--- src/rtl/uart_pkg.sv ---
// uart_pkg: parity-mode constants and transmitter FSM state encodings
package uart_pkg;
    localparam logic [1:0] PAR_NONE = 2'b00;
    localparam logic [1:0] PAR_ODD  = 2'b01;
    localparam logic [1:0] PAR_EVEN = 2'b10;
    typedef enum logic [2:0] {
        ST_IDLE,
        ST_START,
        ST_DATA,
        ST_PARITY,
        ST_STOP
    } state_t;
endpackage

--- src/rtl/uart_tx_fifo_param_if.sv ---
// uart_tx_fifo_param_if: word handshake, frame config and serial status of the transmitter
interface uart_tx_fifo_param_if #(
    parameter int DATA_BITS  = 8,
    parameter int FIFO_DEPTH = 4
);
    logic [DATA_BITS-1:0]          s_data;
    logic                          s_valid;
    logic                          s_ready;
    logic [1:0]                    parity_mode;
    logic                          stop2;
    logic                          txd;
    logic                          busy;
    logic                          tx_done;
    logic [$clog2(FIFO_DEPTH):0]   fifo_level;
    modport master (
        output s_data, s_valid, parity_mode, stop2,
        input  s_ready, txd, busy, tx_done, fifo_level
    );
    modport slave (
        input  s_data, s_valid, parity_mode, stop2,
        output s_ready, txd, busy, tx_done, fifo_level
    );
endinterface

--- src/rtl/uart_sync_fifo.sv ---
// uart_sync_fifo: single-clock FIFO with extra-MSB pointers for full/empty and a level count
module uart_sync_fifo #(
    parameter int WIDTH = 8,
    parameter int DEPTH = 4
) (
    input  logic                     clk,
    input  logic                     rst,
    input  logic                     push_i,
    input  logic                     pop_i,
    input  logic [WIDTH-1:0]         wdata_i,
    output logic [WIDTH-1:0]         rdata_o,
    output logic                     full_o,
    output logic                     empty_o,
    output logic [$clog2(DEPTH):0]   level_o
);
    localparam int AW = $clog2(DEPTH);
    logic [AW:0]      wr_q, rd_q, wr_d, rd_d;
    logic [WIDTH-1:0] mem_q [DEPTH];
    logic             do_push, do_pop;
    assign full_o  = (wr_q[AW] != rd_q[AW]) && (wr_q[AW-1:0] == rd_q[AW-1:0]);
    assign empty_o = wr_q == rd_q;
    assign level_o = wr_q - rd_q;
    assign rdata_o = mem_q[rd_q[AW-1:0]];
    assign do_push = push_i && !full_o;
    assign do_pop  = pop_i && !empty_o;
    assign wr_d    = do_push ? wr_q + 1'b1 : wr_q;
    assign rd_d    = do_pop ? rd_q + 1'b1 : rd_q;
    // pointer registers; reset flushes the contents
    always_ff @(posedge clk or posedge rst) begin
        if (rst) begin
            wr_q <= '0;
            rd_q <= '0;
        end else begin
            wr_q <= wr_d;
            rd_q <= rd_d;
        end
    end
    // storage write, no reset needed since pointers gate visibility
    always_ff @(posedge clk) begin
        if (do_push) mem_q[wr_q[AW-1:0]] <= wdata_i;
    end
endmodule

--- src/rtl/uart_tx_fifo_param.sv ---
// uart_tx_fifo_param: buffered UART transmitter with baud divider, parity and 1/2 stop bits
module uart_tx_fifo_param
    import uart_pkg::*;
#(
    parameter int CLK_FREQ   = 50000000,
    parameter int BAUD_RATE  = 9600,
    parameter int DATA_BITS  = 8,
    parameter int FIFO_DEPTH = 4
) (
    input logic                 clk,
    input logic                 rst,
    uart_tx_fifo_param_if.slave bus
);
    localparam int DIV_COUNT = CLK_FREQ / BAUD_RATE;
    localparam int CW        = $clog2(DIV_COUNT);
    localparam int BW        = $clog2(DATA_BITS + 1);
    localparam int LW        = $clog2(FIFO_DEPTH) + 1;
    if (DIV_COUNT < 2) begin : g_bad_div
        $error("DIV_COUNT must be at least 2");
    end
    if (DATA_BITS < 5 || DATA_BITS > 9) begin : g_bad_bits
        $error("DATA_BITS must be in 5..9");
    end
    if (FIFO_DEPTH < 2 || (FIFO_DEPTH & (FIFO_DEPTH - 1)) != 0) begin : g_bad_depth
        $error("FIFO_DEPTH must be a power of two and at least 2");
    end
    state_t               state_q, state_d;
    logic [CW-1:0]        cnt_q, cnt_d;
    logic [BW-1:0]        bit_q, bit_d;
    logic [DATA_BITS-1:0] shift_q, shift_d, head;
    logic                 par_en_q, par_en_d, par_bit_q, par_bit_d;
    logic                 stop2_q, stop2_d, stop_n_q, stop_n_d;
    logic                 txd_q, txd_d, done_q, done_d;
    logic                 pop, full, empty, bit_end;
    logic [LW-1:0]        level;
    uart_sync_fifo #(.WIDTH(DATA_BITS), .DEPTH(FIFO_DEPTH)) u_fifo (
        .clk     (clk),
        .rst     (rst),
        .push_i  (bus.s_valid),
        .pop_i   (pop),
        .wdata_i (bus.s_data),
        .rdata_o (head),
        .full_o  (full),
        .empty_o (empty),
        .level_o (level)
    );
    assign bit_end        = cnt_q == CW'(DIV_COUNT - 1);
    assign bus.s_ready    = !full;
    assign bus.txd        = txd_q;
    assign bus.busy       = state_q != ST_IDLE;
    assign bus.tx_done    = done_q;
    assign bus.fifo_level = level;
    // next state: bit timing, shifting, and popping a word from IDLE or at end of stop
    always_comb begin
        state_d   = state_q;
        cnt_d     = (state_q == ST_IDLE || bit_end) ? '0 : cnt_q + CW'(1);
        bit_d     = bit_q;
        shift_d   = shift_q;
        par_en_d  = par_en_q;
        par_bit_d = par_bit_q;
        stop2_d   = stop2_q;
        stop_n_d  = stop_n_q;
        done_d    = 1'b0;
        pop       = 1'b0;
        case (state_q)
            ST_IDLE:   pop = !empty;
            ST_START:  state_d = bit_end ? ST_DATA : ST_START;
            ST_DATA: begin
                if (bit_end && bit_q == BW'(DATA_BITS - 1)) begin
                    state_d = par_en_q ? ST_PARITY : ST_STOP;
                    bit_d   = '0;
                end else if (bit_end) begin
                    bit_d   = bit_q + BW'(1);
                    shift_d = shift_q >> 1;
                end
            end
            ST_PARITY: state_d = bit_end ? ST_STOP : ST_PARITY;
            ST_STOP: begin
                if (bit_end && stop2_q && !stop_n_q) begin
                    stop_n_d = 1'b1;
                end else if (bit_end) begin
                    done_d  = 1'b1;
                    pop     = !empty;
                    state_d = ST_IDLE;
                end
            end
            default:   state_d = ST_IDLE;
        endcase
        if (pop) begin
            state_d   = ST_START;
            shift_d   = head;
            par_en_d  = bus.parity_mode == PAR_ODD || bus.parity_mode == PAR_EVEN;
            par_bit_d = (bus.parity_mode == PAR_ODD) ^ (^head);
            stop2_d   = bus.stop2;
            stop_n_d  = 1'b0;
        end
        txd_d = state_d == ST_START  ? 1'b0 :
                state_d == ST_DATA   ? shift_d[0] :
                state_d == ST_PARITY ? par_bit_d : 1'b1;
    end
    // state registers; reset forces the line idle-high immediately
    always_ff @(posedge clk or posedge rst) begin
        if (rst) begin
            state_q   <= ST_IDLE;
            cnt_q     <= '0;
            bit_q     <= '0;
            shift_q   <= '0;
            par_en_q  <= 1'b0;
            par_bit_q <= 1'b0;
            stop2_q   <= 1'b0;
            stop_n_q  <= 1'b0;
            txd_q     <= 1'b1;
            done_q    <= 1'b0;
        end else begin
            state_q   <= state_d;
            cnt_q     <= cnt_d;
            bit_q     <= bit_d;
            shift_q   <= shift_d;
            par_en_q  <= par_en_d;
            par_bit_q <= par_bit_d;
            stop2_q   <= stop2_d;
            stop_n_q  <= stop_n_d;
            txd_q     <= txd_d;
            done_q    <= done_d;
        end
    end
endmodule

--- src/flat_wrapper.sv ---
// flat-port wrapper written by rule: the top's interface ports become plain ports
module uart_tx_fifo_param_flat import uart_pkg::*;
#(
    parameter int CLK_FREQ   = 50000000,
    parameter int BAUD_RATE  = 9600,
    parameter int DATA_BITS  = 8,
    parameter int FIFO_DEPTH = 4
)
  (clk, rst, bus_s_data, bus_s_valid, bus_parity_mode, bus_stop2, bus_s_ready, bus_txd, bus_busy, bus_tx_done, bus_fifo_level);
  uart_tx_fifo_param_if #(.DATA_BITS(DATA_BITS), .FIFO_DEPTH(FIFO_DEPTH)) bus_i ();
  input logic clk;
  input logic rst;
  input wire logic [$bits(bus_i.s_data)-1:0] bus_s_data;
  input wire logic [$bits(bus_i.s_valid)-1:0] bus_s_valid;
  input wire logic [$bits(bus_i.parity_mode)-1:0] bus_parity_mode;
  input wire logic [$bits(bus_i.stop2)-1:0] bus_stop2;
  output wire logic [$bits(bus_i.s_ready)-1:0] bus_s_ready;
  output wire logic [$bits(bus_i.txd)-1:0] bus_txd;
  output wire logic [$bits(bus_i.busy)-1:0] bus_busy;
  output wire logic [$bits(bus_i.tx_done)-1:0] bus_tx_done;
  output wire logic [$bits(bus_i.fifo_level)-1:0] bus_fifo_level;
  assign bus_i.s_data = bus_s_data;
  assign bus_i.s_valid = bus_s_valid;
  assign bus_i.parity_mode = bus_parity_mode;
  assign bus_i.stop2 = bus_stop2;
  assign bus_s_ready = bus_i.s_ready;
  assign bus_txd = bus_i.txd;
  assign bus_busy = bus_i.busy;
  assign bus_tx_done = bus_i.tx_done;
  assign bus_fifo_level = bus_i.fifo_level;
  uart_tx_fifo_param #(.CLK_FREQ(CLK_FREQ), .BAUD_RATE(BAUD_RATE), .DATA_BITS(DATA_BITS), .FIFO_DEPTH(FIFO_DEPTH)) u_core (.clk(clk), .rst(rst), .bus(bus_i));
endmodule
--- config.mk ---
export PLATFORM = sky130hd
export DESIGN_NAME = uart_tx_fifo_param_flat
export DESIGN_NICKNAME = d
export VERILOG_FILES = /design/src/rtl/uart_pkg.sv /design/src/rtl/uart_tx_fifo_param_if.sv /design/src/rtl/uart_sync_fifo.sv /design/src/rtl/uart_tx_fifo_param.sv /design/src/flat_wrapper.sv
export SDC_FILE = /design/constraint.sdc
export NUM_CORES = 1
export LEC_CHECK = 0
export ABC_CLOCK_PERIOD_IN_PS = 3200
export CORE_AREA = 5 5 82 84
export CTS_BUF_LIST = sky130_fd_sc_hd__clkbuf_16
export DETAILED_ROUTE_END_ITERATION = 8
export DIE_AREA = 0 0 87 89
export PLACE_DENSITY = 0.78
export SLEW_MARGIN = 20
export SYNTH_ARGS = -nofsm -noshare
export SYNTH_HDL_FRONTEND = slang
export SYNTH_HIERARCHICAL = 1
export SYNTH_SLANG_ARGS = --single-unit
--- constraint.sdc ---
create_clock -name clk -period 3.2 [get_ports clk]
set_input_delay 0.32 -clock clk [delete_from_list [all_inputs] [get_ports clk]]
set_output_delay 0.32 -clock clk [all_outputs]
set_load 0.05 [all_outputs]
==> summary.md, run 1 <==
| Metric | Value |
|---|---|
| Status | `finished clean` |
| Achievable frequency | `approximately 370 MHz` |
| Sequential share of power | `between 30% and 40%` |
| Sw Ratio | `35.4%` |
| TritonCTS buffer count | `9` |
| Initial antenna violation count | `0` |
| Post-CTS setup buffer count | `0` |
| Max Slew Vio Count | `0` |
| Clk buf depth | `2` |
| Slew HR | `roughly two thirds` |
| CP startpoint kind | `flop` |
| Switch Pwr | `about 1.4 mW` |
| Critical path endpoint category | `output port` |
| Met3 WL | `between 150 and 200 µm` |
| Die Y | `89 µm` |
| Clk pin slew, worst setup/hold paths | `approximately 0.060 ns` |
| Gr usage total | `between 10% and 20%` |
| Hold WS | `between 0.2 and 0.3 ns` |
| Worst Hold Class | `input pin to async pin` |
| Syn Inst Count | `255` |
| Placed cell area | `0.00365 mm²` |
| Antenna diodes | `0` |
| H-tree levels | `3` |
| Vias/cell | `between 5 and 6` |
| Post_cts resized | `0` |
| TNS Setup | `0 ns` |
| Rows | `28` |
| Seq cells post-synth | `72` |
| Post-synthesis cell area | `between 0.003 and 0.004 mm²` |
| Crit-path max FO | `4` |
| Core area | `approximately 0.0059 mm²` |
| CTS tree | `yes` |
| Final setup viols | `0` |
| Clock insertion delay at the later pin of the skew report | `~0.33 ns` |
| Worst r2r path cells | `8` |
| Peak supply drop | `between 0.0009 and 0.001 V` |
| Worst Max-Slew Pin Slew | `0.502 ns` |
| Capturing point of the worst reg2reg path | `u_core/bus.txd` |
| Max-cap violations | `0` |
| Vias | `just over 2k` |
| Kind of critical path | `flop to output port` |
| Unrepaired setup endpoints after global routing | `false` |
| Internal power | `between 2 and 3 mW` |
| Nets@finish | `around 300` |
| Layout area overhead | `17.3%` |
| Die width | `roughly 87 µm` |
| Crit. Startpoint | `u_core/u_fifo/wr_q[0]` |
| Root buf cell | `clkbuf_16` |
| Vias in the first global route | `roughly 2.1k` |
| RR Startpoint | `u_core/u_fifo/wr_q[0]` |
| Mean Syn Cell Area | `roughly 13 µm²` |
| Layout fillers | `approximately 430` |
| DR top layer | `met4` |
| Design area | `between 0.003 and 0.004 mm²` |
| Crit path arrival time | `2.39 ns` |
| DPL Wire Length | `a little over 4 mm` |
| Drt drc | `0` |
| Post-synthesis sequential area ratio | `between 50% and 60%` |
| Hold buffer count at CTS | `0` |
| Cell variety after synth | `44` |
| PD cells | `986 mW/mm²` |
| Gpl congestion | `0.768` |
| Fin crit period | `between 2 and 3 ns` |
| Reg-to-reg slack, setup | `~0.68 ns` |
| P_leak | `1.68 nW` |
| First-pass GRT wire length | `~10 mm` |
| Drt total wl | `about 5.8 mm` |
| Final hold violations | `0` |
| Pwr Total | `~4 mW` |
| Die area | `0.00774 mm²` |
| Synth Warn # | `6` |
| Critical Path RT | `between 2 and 3 ns` |
| CTS Sinks | `72` |
| Clock Power Share | `around a quarter` |
| Multi-input logic area | `approximately 0.0013 mm²` |
| WL met2 | `approximately 3.0 mm` |
| FF+latch area | `roughly 0.002 mm²` |
| Crit path capture | `bus_fifo_level[2]` |
| Worst Skew | `around 0.0059 ns` |
| IO Pins | `21` |
| Initial DRC Count | `56` |
| Grt ovf | `0` |
| I/O Buffers | `20` |
| WL met1 | `approximately 2.5 mm` |
| Synth Net Count | `280` |
| Drt wl/cell | `roughly 16 µm` |
| Initial core utilization | `a little under 60%` |
| Final Cycle Share | `between 80% and 90%` |
| First-pass DRT Iterations | `4` |
| Logic pwr share | `~40%` |
| Final ANT Viol Nets | `0` |
| Largest net degree at the start of global routing | `35` |
| Layout cells sized above 1 | `15.3%` |
-- worst min path at each step --
stage / end / slack, ns / start / cells past startpoint
floorplan: u_core/u_fifo/rd_q[0] / 0.11 / rst / 1
global placement: u_core/bit_q[3] / 0.45 / u_core/bit_q[3] / 1
detailed placement: u_core/bit_q[3] / 0.47 / u_core/bit_q[3] / 1
CTS: u_core/u_fifo/rd_q[2] / 0.25 / rst / 2
global route: u_core/u_fifo/rd_q[2] / 0.28 / rst / 2
finish: u_core/u_fifo/rd_q[2] / 0.26 / rst / 2
-- critical path, cell delays in order, from the launching register on --
cell and delay (ns):
dfrtp_1 0.42, inv_1 0.12, ha_1 0.15, inv_1 0.04, fa_1 0.37, xnor2_1 0.16
clkdlybuf4s50_1 0.81
-- power by group through the flow --
stage          clock network [mW]  logic [mW]  registers, mW
2_1_floorplan                   0        1.21           1.35
3_3_place_gp                    0        1.52           1.37
3_5_place_dp                    0        1.55           1.38
4_1_cts                      1.02        1.56           1.36
5_1_grt                      1.06        1.69           1.39
6_report                    0.999        1.54           1.36
-- kinds of logic (layout without fill, tap and decap cells) --
logic type      after synthesis  after routing  synth area share (%)
mux                          20             20                  9.54
flops                        72             72                  58.2
simple gates                 74             74                  11.7
buf+inv                      23             56                  3.08
fa+ha+maj                    11             11                  4.30
compound gates               32             32                  7.01
xor+xnor                     23             23                  6.20
-- cells in the final DEF (no fill, tap or decap), drive strengths merged, types with 8 or more instances in the layout --
cell type and n:
dfrtp 39, mux4 8, xor2 12, edfxtp 32
clkbuf 9, clkdlybuf4s50 20, mux2 8, xnor2 11
nand2 14, ha 10, inv 19, nor2 22
o21ai 8
-- through the flow --
stage               instances  setup WS [ns]  utilization [%]
global placement          347          0.761             62.4
CTS                       363          0.472             67.6
finish                    363          0.487             67.6
detailed placement        347          0.689             62.4
floorplan                 255          0.712                -
global route              363          0.367             67.6
-- flip-flops by register name (all words and copies together) (netlist names) --
signal               flops
u_core/u_fifo/mem_q     32
u_core/cnt_q            13
u_core/shift_q           8
u_core/bit_q             4
u_core/state_q           3
u_core/u_fifo/rd_q       3
u_core/u_fifo/wr_q       3
u_core/bus.tx_done       1
u_core/bus.txd           1
u_core/par_bit_q         1
u_core/par_en_q          1
u_core/stop2_q           1
u_core/stop_n_q          1
-- routing by layer --
| metal | vias up | track usage, % |
|---|---|---|
| met5 | - | 0 |
| li1 | 981 | - |
| met1 | 992 | 21.8 |
| met4 | 0 | 8.64 |
| met2 | 30 | 29.1 |
| met3 | 9 | 3.87 |
-- final cells by class --
cell class                      count  area share [%]
Sequential cell                    72            49.6
Clock inverter                      7            1.96
Clock buffer                        9            5.69
Inverter                           16            1.52
Tap cell                           75            2.37
Multi-Input combinational cell    160            33.0
Timing Repair Buffer               24            5.82
-- synthesized netlist by cell type --
cell type,instances,share of area (%)
nor3b_1,1,0.22
and3b_1,2,0.52
a21o_1,7,1.6
xor2_2,1,0.48
dfstp_2,1,0.78
mux4_2,8,5.3
or3_1,5,0.93
nor4bb_1,1,0.30
nor2_4,1,0.33
o21ai_2,1,0.26
nor3_1,2,0.30
dfrtp_1,39,29
mux2i_1,4,1.2
and3_1,5,0.93
buf_6,2,0.67
nand4_1,6,1.1
buf_2,2,0.30
edfxtp_1,32,28
xnor2_1,11,2.9
inv_1,16,1.8
nand2b_1,2,0.37
o41ai_1,1,0.26
a21boi_4,1,0.56
and4bb_1,1,0.37
a31o_2,2,0.52
ha_1,10,3.7
mux2_2,5,1.7
and2_1,2,0.37
nor2_2,1,0.19
nand2_1,14,1.6
a31oi_1,1,0.19
nor2_1,20,2.2
nor2b_1,2,0.37
clkbuf_1,3,0.33
nand3_1,7,1.0
fa_1,1,0.59
nor4b_1,1,0.26
mux2_4,3,1.3
xor2_1,11,2.9
a22o_1,7,1.8
o21ai_0,7,1.0
a21oi_1,3,0.45
and4_1,1,0.26
o22ai_1,2,0.37
(Power assumes the default switching activity.)
==> inputs of run 2 (changes only) <==
Settings changed: ABC_CLOCK_PERIOD_IN_PS 3200 to 2400, CORE_AREA 5 5 82 84 to 5 5 86 88, DIE_AREA 0 0 87 89 to 0 0 91 93, PLACE_DENSITY 0.78 to 0.74.
Clock period 3.2 ns to 2.4 ns, I/O delays scaled along.
==> run 2 against run 1 <==
Clock power up 32%. Clock-buffer cell count unchanged. Die area up 9.3%. Wire length up 5.3%. Cell area up 2.6%. Register-to-register slack worse by 0.55 ns. Worst hold slack worse by 0.090 ns. Critical path depth up 2. Utilization down 5.8 points. Sequential power up 33%. Total power up 41%. Largest cell class unchanged. Highest routed layer unchanged. Final cell count up 3.9%.
==> summary.md, run 2 (synthesis gave the netlist of run 1 again) <==
| Metric | Value |
|---|---|
| Layout area overhead | `20.3%` |
| Worst Skew | `0.00604 ns (+0.000182 ns)` |
| CTS Sinks | `72 (unchanged)` |
| Root buf cell | `clkbuf_16` |
| Final ANT Viol Nets | `0 (unchanged)` |
| Crit-path max FO | `7 (+3)` |
| CP startpoint kind | `flop` |
| Vias | `2048 (+1.8%)` |
| Commonest non-fill, non-tap cell in the layout | `dfrtp_1` |
| Gr usage total | `15.9% (-1.6 points)` |
| Post_cts resized | `0 (unchanged)` |
| DPL Wire Length | `4.19 mm (+3.7%)` |
| Peak supply drop | `0.00129 V (+31%)` |
| Drt total wl | `6.06 mm (+5.3%)` |
| Clock Power Share | `24.1% (-1.5 points)` |
| Largest net degree at the start of global routing | `35 (unchanged)` |
| Die area | `0.00846 mm² (+9.3%)` |
| PD cells | `1350 mW/mm² (+37%)` |
| Achievable frequency | `440 MHz` |
| Initial core utilization | `51.3% (-6.3 points)` |
| I/O Buffers | `20 (unchanged)` |
| IO Pins | `21 (unchanged)` |
| GR Util met2 | `26.7% (-2.4 points)` |
| First-pass DRT Iterations | `4 (unchanged)` |
| P_leak | `1.72 nW (+2.9%)` |
| Met1 global-route usage | `19.1% (-2.6 points)` |
| Post-CTS setup buffer count | `0 (unchanged)` |
| Clock insertion delay at the later pin of the skew report | `0.33 ns (about the same)` |
| Die Y | `93 µm (+4.5%)` |
| Logic pwr share | `42.8% (+3.4 points)` |
| Status | `finished clean` |
| Rows | `30 (+7.1%)` |
| Initial antenna violation count | `0 (unchanged)` |
| Initial DRC Count | `116 (+110%)` |
| Vias in the first global route | `2162 (+0.79%)` |
| Max-cap violations | `0 (unchanged)` |
| Place WS | `0.125 ns (-0.564 ns)` |
| Gpl congestion | `0.841 (+9.5%)` |
| Kind of critical path | `flop to flop` |
| Drt drc | `0 (unchanged)` |
| Vias/cell | `5.43 (-2.0%)` |
| Largest register FFs | `32 (unchanged)` |
| Commonest non-fill, non-tap cells in the layout | `39 x dfrtp_1, 32 x edfxtp_1, 20 x nor2_1` |
| Clk pin slew, worst setup/hold paths | `0.06 ns (about the same)` |
| Fin crit period | `between 2 and 2.5 ns` |
| Core area | `0.00657 mm² (+12%)` |
| Crit path arrival time | `2.54 ns (+0.15 ns)` |
| Layout cells sized above 1 | `19.2% (+3.9 points)` |
| Met3 Use GR | `3.62% (-0.25 points)` |
| Max Slew Vio Count | `0 (unchanged)` |
| Die width | `91 µm (+4.6%)` |
| TNS Setup | `0 ns (unchanged)` |
| GR peak layer | `met2` |
| Final hold violations | `0 (unchanged)` |
| CTS tree | `yes` |
| Unrepaired setup endpoints after global routing | `false` |
| Slew HR | `66.3% (-0.15 points)` |
| Drt wl/cell | `16.1 µm (+1.4%)` |
| Switch Pwr | `1.92 mW (+39%)` |
| Internal power | `3.56 mW (+41%)` |
| Nets@finish | `317 (+2.9%)` |
| Critical path endpoint category | `flop` |
| Antenna diodes | `0 (unchanged)` |
| TritonCTS buffer count | `9 (unchanged)` |
| Layout fillers | `488 (+13%)` |
| H-tree levels | `3 (unchanged)` |
| Critical Path RT | `2.66 ns (-0.22 ns)` |
| Sequential share of power | `33.0% (-2.0 points)` |
| First-pass GRT wire length | `10.4 mm (+1.1%)` |
| Slack of the critical path | `0.128 ns (-0.359 ns)` |
| Grt ovf | `0 (unchanged)` |
| Clk buf depth | `2 (unchanged)` |
| Final Cycle Share | `94.7%` |
| Sw Ratio | `35.0% (-0.36 points)` |
| Hold buffer count at CTS | `0 (unchanged)` |
| Final setup viols | `0 (unchanged)` |
| Worst Max-Slew Pin Slew | `0.504 ns (+0.00224 ns)` |
| Worst Hold Class | `input pin to async pin` |
==> run 2: cell count changes in the layout (fill, tap and decap cells not counted) <==
cell | before | now
buf_12 | 0 | 3
clkinv_4 | 1 | 0
clkinvlp_4 | 1 | 4
clkinv_2 | 1 | 0
buf_4 | 4 | 14
clkdlybuf4s50_1 | 20 | 16
inv_6 | 3 | 2
==> run 2: cell type report <==
cell class	count	area [µm²]	area share (%)
Clock buffer	9	225	5.55
Inverter	16	60.1	1.48
Multi-Input combinational cell	160	1310	32.2
Sequential cell	72	1960	48.4
Tap cell	80	100	2.47
Timing Repair Buffer	33	325	8.02
Clock inverter	7	77.6	1.91
==> run 2: stage by stage <==
step,hold slack [ns],utilization [%],cell area [µm²],power (mW),instances
finish,0.165,61.8,4060,5.49,377
global route,0.213,61.8,4060,5.81,377
CTS,0.163,61.8,4060,5.55,377
detailed placement,0.468,57.1,3750,4.18,361
global placement,0.451,57.1,3750,4.12,361
floorplan,0.0310,-,3370,3.42,255
==> run 2: path summary, 6_finish.rpt <==
path	to	cells past startpoint	slack [ns]	startpoint
worst max-delay path	u_core/bus.txd	8	0.13	u_core/u_fifo/rd_q[0]
worst min-delay path	u_core/u_fifo/rd_q[2]	2	0.17	rst
worst max register to register	u_core/bus.txd	8	0.13	u_core/u_fifo/rd_q[0]
worst min register to register	u_core/shift_q[6]	1	0.49	u_core/shift_q[6]
max in group asynchronous	u_core/bus.txd	3	1.73	rst
min in group clk	u_core/shift_q[6]	1	0.49	u_core/shift_q[6]
==> run 2: per-layer routing <==
| metal | share of wire (%) | vias up |
|---|---|---|
| met5 | 0 | - |
| met4 | 2.1 | 0 |
| met3 | 3.7 | 8 |
| met2 | 51 | 32 |
| met1 | 43 | 1009 |
| li1 | - | 999 |
==> run 2: worst max-delay path, stage by stage (launching register included) <==
cell and delay [ns]:
dfrtp_1 0.38, buf_4 0.21, mux4_2 0.54, xnor2_1 0.23, xnor2_1 0.16, xnor2_1 0.16
xnor2_1 0.09, mux2_2 0.28, a21o_1 0.16
==> run 2: power groups by stage <==
stage / Clock (mW) / Combinational (mW) / Sequential, mW
2_1_floorplan: 0 / 1.62 / 1.80
3_3_place_gp: 0 / 2.31 / 1.81
3_5_place_dp: 0 / 2.36 / 1.83
4_1_cts: 1.35 / 2.38 / 1.81
5_1_grt: 1.41 / 2.55 / 1.84
6_report: 1.32 / 2.35 / 1.81
